### config.mk
export PLATFORM = sky130hd
export DESIGN_NAME = dual_port_register_file_flat
export DESIGN_NICKNAME = d
export VERILOG_FILES = /design/src/rtl/dual_port_register_file_pkg.sv /design/src/rtl/dual_port_register_file_if.sv /design/src/rtl/dual_port_register_file_wptr_counter.sv /design/src/rtl/dual_port_register_file.sv /design/src/flat_wrapper.sv
export SDC_FILE = /design/constraint.sdc
export NUM_CORES = 1
export LEC_CHECK = 0
export CAP_MARGIN = 25
export CORE_MARGIN = 2
export CORE_UTILIZATION = 30
export CTS_BUF_LIST = sky130_fd_sc_hd__clkbuf_16
export DETAILED_ROUTE_END_ITERATION = 8
export DONT_BUFFER_PORTS = 1
export PLACE_DENSITY = 0.41
export SYNTH_ARGS = -nofsm -noshare
export SYNTH_HDL_FRONTEND = slang
export SYNTH_SLANG_ARGS = --single-unit
### constraint.sdc
create_clock -name clk -period 3.3 [get_ports clk]
set_input_delay 0.66 -clock clk [delete_from_list [all_inputs] [get_ports clk]]
set_output_delay 0.66 -clock clk [all_outputs]
set_load 0.02 [all_outputs]
### src/rtl/dual_port_register_file_pkg.sv
// Shared constants for the dual-port register file: entry count and read-select width.
package dual_port_register_file_pkg;
    localparam int NUM_REGS  = 8;
    localparam int SEL_WIDTH = 3;
endpackage

### src/rtl/dual_port_register_file_if.sv
// Write and read bus of the register file; master drives writes/selects, slave returns read data.
interface dual_port_register_file_if
    import dual_port_register_file_pkg::*;
#(
    parameter int REGISTER_WIDTH = 32
);
    logic                      writeEnableA;
    logic                      writeEnableB;
    logic [REGISTER_WIDTH-1:0] writeValueA;
    logic [REGISTER_WIDTH-1:0] writeValueB;
    logic [SEL_WIDTH-1:0]      readSelectA;
    logic [SEL_WIDTH-1:0]      readSelectB;
    logic [REGISTER_WIDTH-1:0] readResultA;
    logic [REGISTER_WIDTH-1:0] readResultB;

    modport master (
        output writeEnableA, writeEnableB, writeValueA, writeValueB,
        output readSelectA, readSelectB,
        input  readResultA, readResultB
    );

    modport slave (
        input  writeEnableA, writeEnableB, writeValueA, writeValueB,
        input  readSelectA, readSelectB,
        output readResultA, readResultB
    );
endinterface

### src/rtl/dual_port_register_file_wptr_counter.sv
// Mod-8 write pointer: advances by 0, 1 or 2 per cycle, synchronous active-low clear.
module dual_port_register_file_wptr_counter
    import dual_port_register_file_pkg::*;
(
    input  logic                 clk,
    input  logic                 reset,
    input  logic [1:0]           inc_i,
    output logic [SEL_WIDTH-1:0] wptr_o
);
    logic [SEL_WIDTH-1:0] wptr_q;
    logic [SEL_WIDTH-1:0] wptr_d;

    // Natural overflow of the 3-bit sum gives the mod-8 wrap.
    always_comb begin
        wptr_d = wptr_q + SEL_WIDTH'(inc_i);
    end

    always_ff @(posedge clk) begin
        if (!reset) begin
            wptr_q <= '0;
        end else begin
            wptr_q <= wptr_d;
        end
    end

    assign wptr_o = wptr_q;
endmodule

### src/rtl/dual_port_register_file.sv
// 8-entry register file: two address-less write ports filling a circular pointer,
// two independent combinational read ports.
module dual_port_register_file
    import dual_port_register_file_pkg::*;
#(
    parameter int REGISTER_WIDTH = 32
)(
    input  logic                      clk,
    input  logic                      reset,
    dual_port_register_file_if.slave  bus
);
    logic [REGISTER_WIDTH-1:0] regs_q [NUM_REGS];
    logic [REGISTER_WIDTH-1:0] regs_d [NUM_REGS];
    logic [SEL_WIDTH-1:0]      wptr;
    logic [SEL_WIDTH-1:0]      wptr_plus1;
    logic [1:0]                inc;

    assign inc        = {bus.writeEnableA & bus.writeEnableB,
                         bus.writeEnableA ^ bus.writeEnableB};
    assign wptr_plus1 = wptr + SEL_WIDTH'(1);

    dual_port_register_file_wptr_counter u_wptr (
        .clk    (clk),
        .reset  (reset),
        .inc_i  (inc),
        .wptr_o (wptr)
    );

    // Port A always takes the lower slot when both ports write together.
    always_comb begin
        regs_d = regs_q;
        if (bus.writeEnableA && bus.writeEnableB) begin
            regs_d[wptr]       = bus.writeValueA;
            regs_d[wptr_plus1] = bus.writeValueB;
        end else if (bus.writeEnableA) begin
            regs_d[wptr] = bus.writeValueA;
        end else if (bus.writeEnableB) begin
            regs_d[wptr] = bus.writeValueB;
        end
    end

    always_ff @(posedge clk) begin
        if (!reset) begin
            for (int i = 0; i < NUM_REGS; i++) begin
                regs_q[i] <= '0;
            end
        end else begin
            regs_q <= regs_d;
        end
    end

    assign bus.readResultA = regs_q[bus.readSelectA];
    assign bus.readResultB = regs_q[bus.readSelectB];
endmodule

### src/flat_wrapper.sv
// flat-port wrapper written by rule: the top's interface ports become plain ports
module dual_port_register_file_flat import dual_port_register_file_pkg::*;
#(
    parameter int REGISTER_WIDTH = 32
)
  (clk, reset, bus_writeEnableA, bus_writeEnableB, bus_writeValueA, bus_writeValueB, bus_readSelectA, bus_readSelectB, bus_readResultA, bus_readResultB);
  dual_port_register_file_if #(.REGISTER_WIDTH(REGISTER_WIDTH)) bus_i ();
  input  logic clk;
  input  logic reset;
  input wire logic [$bits(bus_i.writeEnableA)-1:0] bus_writeEnableA;
  input wire logic [$bits(bus_i.writeEnableB)-1:0] bus_writeEnableB;
  input wire logic [$bits(bus_i.writeValueA)-1:0] bus_writeValueA;
  input wire logic [$bits(bus_i.writeValueB)-1:0] bus_writeValueB;
  input wire logic [$bits(bus_i.readSelectA)-1:0] bus_readSelectA;
  input wire logic [$bits(bus_i.readSelectB)-1:0] bus_readSelectB;
  output wire logic [$bits(bus_i.readResultA)-1:0] bus_readResultA;
  output wire logic [$bits(bus_i.readResultB)-1:0] bus_readResultB;
  assign bus_i.writeEnableA = bus_writeEnableA;
  assign bus_i.writeEnableB = bus_writeEnableB;
  assign bus_i.writeValueA = bus_writeValueA;
  assign bus_i.writeValueB = bus_writeValueB;
  assign bus_i.readSelectA = bus_readSelectA;
  assign bus_i.readSelectB = bus_readSelectB;
  assign bus_readResultA = bus_i.readResultA;
  assign bus_readResultB = bus_i.readResultB;
  dual_port_register_file #(.REGISTER_WIDTH(REGISTER_WIDTH)) u_core (.clk(clk), .reset(reset), .bus(bus_i));
endmodule
==> impl_metrics.json, run 1 <==
{
  "status": "completed",
  "layout.nets": 2066,
  "p_leak_nw": 7.31,
  "ys_seq_area_share_pct": 25.0,
  "cts-root-buf": "clkbuf_16",
  "synth-edff-count": 0,
  "fin_tns_setup_ps": 0,
  "die_area_sq_mm": 0.0712,
  "grt_setup_unrepaired": "no",
  "synthesis.nets": 2273,
  "critPathMaxFanout": 18,
  "ctsLongestPathBuffers": 3,
  "tightest_slew_ps": 1140,
  "clock_skew_ps": 20.7,
  "synth_ff_type": "dfxtp_1",
  "slew_violations": 0,
  "routed_via_density": 6.91,
  "post_cts_resize_count": 0,
  "chipWidth_microns": 267,
  "num_vias": 20000,
  "start_kind": "register",
  "synth_cells": 2194,
  "netlist_area_sq_mm": 0.0207,
  "synth_cell_types": 35,
  "grt_pass1_vias": 19500,
  "comb_power_share_pct": 32.3,
  "slew_headroom_pct": 23.8,
  "cts_max_level": 2,
  "ys_warn_count": 0,
  "clock_sinks": 259,
  "synth_seq_cells": 259,
  "stdcell_count": 2892,
  "cts_tree": "done",
  "holdWs_ps": 235,
  "diodes": 0,
  "overflow": 0,
  "endpoint_kind": "register",
  "wirelength_microns": 97900,
  "grt_max_degree": 186,
  "num-fill-cells": 6894,
  "avgSynthCellArea_sq_um": 9.45,
  "layout-drive-gt1-share_pct": 17.8,
  "arrival_ps": 3410,
  "grt_usage_pct": 26.7,
  "path_class": "register to register",
  "p_seq_share_pct": 33.9,
  "postCtsSetupRepairBufs": 0,
  "async_flop_share_pct": 0,
  "multi_input_area_sq_mm": 0.0143,
  "cts_buffers": 37,
  "core-area_sq_mm": 0.0685,
  "min_period_ps": 2980,
  "layout_commonest_cell": "dfxtp_1",
  "clk_latency_ps": 550,
  "grt_pass1_wl_microns": 141000,
  "area_growth_pct": 8.37,
  "pin_count": 138,
  "gp_congestion": 0.782,
  "rows": 96,
  "dp_cells": 2830,
  "drt_iter0_markers": 2299,
  "internal_power_mw": 6.73,
  "ir_drop_mv": 0.314,
  "cp.required_ps": 3720,
  "post_drt_wl_per_cell_microns": 33.9,
  "dr.pass1.iters": 5,
  "hold_violations": 0,
  "max_freq_mhz": 335,
  "p_sw_share_pct": 38.1,
  "setup_viol": 0,
  "power_density_mw_per_mm2": 484,
  "cts_hold_buffers": 0,
  "io_buffers": 0,
  "postRouteAntennaNets": 0,
  "whs_path_depth": 1,
  "fin_crit_sh_pct": 90.4,
  "ff_latch_area_sq_mm": 0.00518,
  "die-height_microns": 267,
  "clkPwrFrac_pct": 33.8,
  "clk_pin_slew_ps": 60,
  "grt_antenna_before_repair": 2,
  "hpwlAfterDp_microns": 56500,
  "power_switching_mw": 4.14,
  "min_path_type": "input pin to register",
  "drc_errors": 0,
  "start_util_pct": 30.3,
  "drv_cap": 0,
  "r2r_cells": 6
}
==> Yosys cell counts (2+ instances only) <==
library cell / count / area share, %
ha_1: 4 / 0.24
mux2_2: 64 / 3.5
o21ai_0: 256 / 6.2
mux2i_1: 256 / 12
o21ai_2: 2 / 0.085
and3b_1: 3 / 0.13
nor2b_1: 33 / 1.0
nor3_1: 2 / 0.048
buf_2: 72 / 1.7
dfxtp_1: 259 / 25
nor3b_2: 3 / 0.18
nor2_1: 48 / 0.87
a21oi_1: 264 / 6.4
and2_1: 4 / 0.12
nand2b_1: 3 / 0.091
buf_6: 17 / 0.92
inv_1: 3 / 0.054
o21a_1: 8 / 0.29
buf_1: 14 / 0.25
o21ai_1: 6 / 0.14
clkbuf_2: 30 / 0.72
and2b_1: 2 / 0.072
buf_4: 8 / 0.29
mux4_2: 128 / 14
a221oi_1: 256 / 11
clkbuf_1: 185 / 3.4
a22o_1: 256 / 11
==> state kept, by name, indices dropped and copies added (netlist names) <==
signal	cells
u_core.regs_q	256
u_core.u_wptr.wptr_o	3
==> layer usage <==
layer	share of wire, %	vias to the layer above	global-route usage [%]
met5	0.013	-	0
met2	46	1002	42.4
met1	42	10300	35.2
li1	-	8463	-
met3	8.3	218	5.99
met4	3.8	2	10.2
==> layout make-up <==
class / instances / share of cell area (%)
sequential: 259 / 23.1
clock inverter: 25 / 0.468
timing repair buffer: 80 / 3.62
inverter: 3 / 0.0724
multi-input combinational: 1606 / 63.7
clock buffer: 37 / 4.12
tap: 882 / 4.91
==> worst paths after layout <==
check                               start  slack, ps                       to
setup / recovery  u_core.u_wptr.wptr_o[1]        320       u_core.regs_q[145]
hold / removal                      reset        230  u_core.u_wptr.wptr_o[1]
setup reg to reg  u_core.u_wptr.wptr_o[1]        320       u_core.regs_q[145]
hold reg to reg         u_core.regs_q[73]        530        u_core.regs_q[73]
==> logic make-up after synthesis <==
| group | after synthesis | share of synthesized area (%) |
|---|---|---|
| AO/OA/AOI/OAI | 1048 | 34.7 |
| XOR/XNOR | 3 | 0.199 |
| adder cells (fa/ha/maj) | 5 | 0.338 |
| buffers and inverters | 329 | 7.34 |
| flip-flops | 259 | 25.0 |
| multiplexers | 448 | 29.8 |
| AND/OR/NAND/NOR | 102 | 2.63 |
==> metrics by stage <==
stage / setup WS, ps / util, % / area [sq um] / power (mW)
after floorplan: 447 / - / 20700 / 6.17
after global placement: 425 / 31.3 / 21400 / 7.11
after detailed placement: 400 / 31.3 / 21400 / 7.20
after CTS: 356 / 32.8 / 22500 / 10.9
after global routing: 239 / 32.8 / 22500 / 11.3
final: 317 / 32.8 / 22500 / 10.9
==> power groups by stage <==
stage / Clock (mW) / Combinational (mW) / Sequential [mW]
after detailed placement: 0 / 3.47 / 3.73
after global placement: 0 / 3.39 / 3.71
after floorplan: 0 / 2.53 / 3.63
after CTS: 3.74 / 3.47 / 3.67
final: 3.68 / 3.51 / 3.68
after global routing: 3.84 / 3.72 / 3.72
==> worst max-delay path, stage by stage, from the launching register on <==
cell,delay [ps]
dfxtp_1,660
ha_1,350
xnor2_2,300
a21oi_4,680
buf_4,430
a221oi_1,130
a22o_1,240
Note: power is estimated with default switching activity, not from simulation.
==> inputs of run 2 (changes only) <==
--- a/config.mk
+++ b/config.mk
@@ -7,11 +7,12 @@
 export LEC_CHECK = 0
 export CAP_MARGIN = 25
 export CORE_MARGIN = 2
-export CORE_UTILIZATION = 30
-export CTS_BUF_LIST = sky130_fd_sc_hd__clkbuf_16
+export CORE_UTILIZATION = 35
+export CTS_BUF_LIST = sky130_fd_sc_hd__clkbuf_4 sky130_fd_sc_hd__clkbuf_8
 export DETAILED_ROUTE_END_ITERATION = 8
 export DONT_BUFFER_PORTS = 1
-export PLACE_DENSITY = 0.41
+export PLACE_DENSITY = 0.46
+export SETUP_SLACK_MARGIN = 0.5
 export SYNTH_ARGS = -nofsm -noshare
 export SYNTH_HDL_FRONTEND = slang
 export SYNTH_SLANG_ARGS = --single-unit
==> run 2 against run 1 <==
Compared with the run above: sequential cell count is the same; via count is 2.7% higher; non-clock buffer count grew 3; routed wire length decreased by 1.6%; clock skew is essentially flat; largest cell class unchanged; largest power group is now the clock network.
==> impl_metrics.json, run 2 (same netlist as run 1, synthesis figures left out) <==
{
  "stdcell_area_sq_mm": 0.0225,
  "chipWidth_microns": 247,
  "endpoint_kind": "register",
  "path_class": "register to register",
  "fin_tns_setup_ps": 0,
  "postRouteAntennaNets": 0,
  "crit_cells": 5,
  "holdWs_ps": 130,
  "drc_errors": 0,
  "gp_congestion": 0.810,
  "ir_drop_mv": 0.294,
  "io_buffers": 0,
  "cts_buffers": 53,
  "r2r_cells": 5,
  "fin_crit_sh_pct": 78.9,
  "whs_path_depth": 1,
  "grt_antenna_before_repair": 4,
  "dr.pass1.iters": 6,
  "top_register": "u_core.regs_q",
  "layout-drive-gt1-share_pct": 20.4,
  "multi_input_area_sq_mm": 0.0143,
  "path_delay_family": "simple AND/OR/NAND/NOR gates",
  "overflow": 0,
  "grt_setup_unrepaired": "no",
  "cts_tree": "done",
  "start_util_pct": 35.2,
  "reg2reg_to": "u_core.regs_q[148]",
  "r2r_slack_ps": 700,
  "status": "completed",
  "tightest_slew_ps": 1290,
  "drv_cap": 0,
  "timing.rr.start": "u_core.u_wptr.wptr_o[2]",
  "die-height_microns": 247,
  "post_drt_wl_per_cell_microns": 34.2,
  "drt_iter0_markers": 2273,
  "min_to": "u_core.u_wptr.wptr_o[0]",
  "start_kind": "register",
  "clk_pin_slew_ps": 70,
  "layout.nets": 2085,
  "grt_usage_pct": 30.7,
  "cp.required_ps": 3850,
  "power_density_mw_per_mm2": 495,
  "cts_max_level": 2,
  "critPathBufInv": 1,
  "ctsLongestPathBuffers": 3,
  "min_period_ps": 2600,
  "dpl-instance-area_sq_mm": 0.0213,
  "hold_violations": 0,
  "clock_skew_ps": 21.2,
  "core-area_sq_mm": 0.0588,
  "slowest_delay_ps": 950,
  "place_ws_ps": 439,
  "pin_count": 138,
  "area_growth_pct": 8.62,
  "setup_ws_ps": 695,
  "num-fill-cells": 5767,
  "slew_headroom_pct": 13.7,
  "min_from": "reset",
  "ff_latch_area_sq_mm": 0.00519,
  "cts-root-buf": "clkbuf_8",
  "wirelength_microns": 96400,
  "die_area_sq_mm": 0.0612,
  "slew_violations": 0,
  "setup_viol": 0,
  "layout_commonest_cell": "dfxtp_1",
  "num_vias": 20500,
  "routed_via_density": 7.27,
  "rows": 89,
  "grt_pass1_wl_microns": 139000,
  "critPathMaxFanout": 33,
  "largest_reg_flops": 256,
  "p_leak_nw": 7.38,
  "grt_max_degree": 257,
  "crit_path_top_delay_cell": "and3b_4",
  "clock_sinks": 259,
  "arrival_ps": 3160,
  "max_freq_mhz": 384,
  "grt_pass1_vias": 20300,
  "clk_latency_ps": 680,
  "crit_chain": "and3b_4 > buf_4 > mux2i_1 > a221oi_1 > a22o_1",
  "hpwlAfterDp_microns": 54300,
  "min_path_type": "input pin to register",
  "cts_hold_buffers": 0
}
==> run 2: cell count changes in the layout (fill, tap and decap cells not counted), moves of 2 or more <==
cell | before | now
clkinv_1 | 4 | 0
clkinvlp_4 | 0 | 2
clkbuf_8 | 0 | 74
buf_12 | 17 | 19
clkbuf_4 | 0 | 16
inv_1 | 19 | 1
clkbuf_16 | 37 | 0
inv_6 | 3 | 1
==> run 2: layer usage <==
metal / vias up / part of all wire, % / global-route usage (%) / wire [microns]
li1: 8534 / - / - / -
met1: 10500 / 40 / 39.8 / 39000
met2: 1189 / 45 / 47.1 / 43100
met3: 306 / 9.7 / 7.81 / 9310
met4: 4 / 5.1 / 15.6 / 4930
met5: - / 0.038 / 0 / 37
==> run 2: worst max-delay path by stage <==
stage / startpoint / slack, ps / end
finish: u_core.u_wptr.wptr_o[2] / 700 / u_core.regs_q[148]
global route: u_core.u_wptr.wptr_o[1] / 550 / u_core.regs_q[97]
CTS: u_core.u_wptr.wptr_o[1] / 540 / u_core.regs_q[27]
detailed placement: u_core.u_wptr.wptr_o[1] / 440 / u_core.regs_q[202]
global placement: u_core.u_wptr.wptr_o[1] / 470 / u_core.regs_q[132]
floorplan: bus_readSelectA[0] / 450 / bus_readResultA[0]
==> run 2: power breakdown <==
group,internal (mW),switching [mW]
Sequential,3.39,0.286
Clock,2.15,1.69
Combinational,1.35,2.28
==> run 2: layout make-up <==
type,count,area share [%]
sequential,259,23.0
clock buffer,90,5.06
inverter,3,0.0723
multi-input combinational,1606,63.6
tap,773,4.30
antenna,1,0.0111
clock inverter,4,0.111
timing repair buffer,83,3.82
==> run 2: repair_timing <==
| item | CTS | global route |
|---|---|---|
| buffers inserted | 4 | 0 |
| setup endpoints to repair | 39 | 147 |
| pin swaps | 0 | 0 |
| gates resized for setup | 0 | 2 |
==> run 2: per-stage QoR <==
step	utilization (%)	power [mW]	std cells
2_1_floorplan	-	6.17	2194
3_3_place_gp	36.2	7.17	2719
3_5_place_dp	36.2	7.26	2720
4_1_cts	38.3	11.1	2818
5_1_grt	38.3	11.5	2819
6_report	38.3	11.1	2819
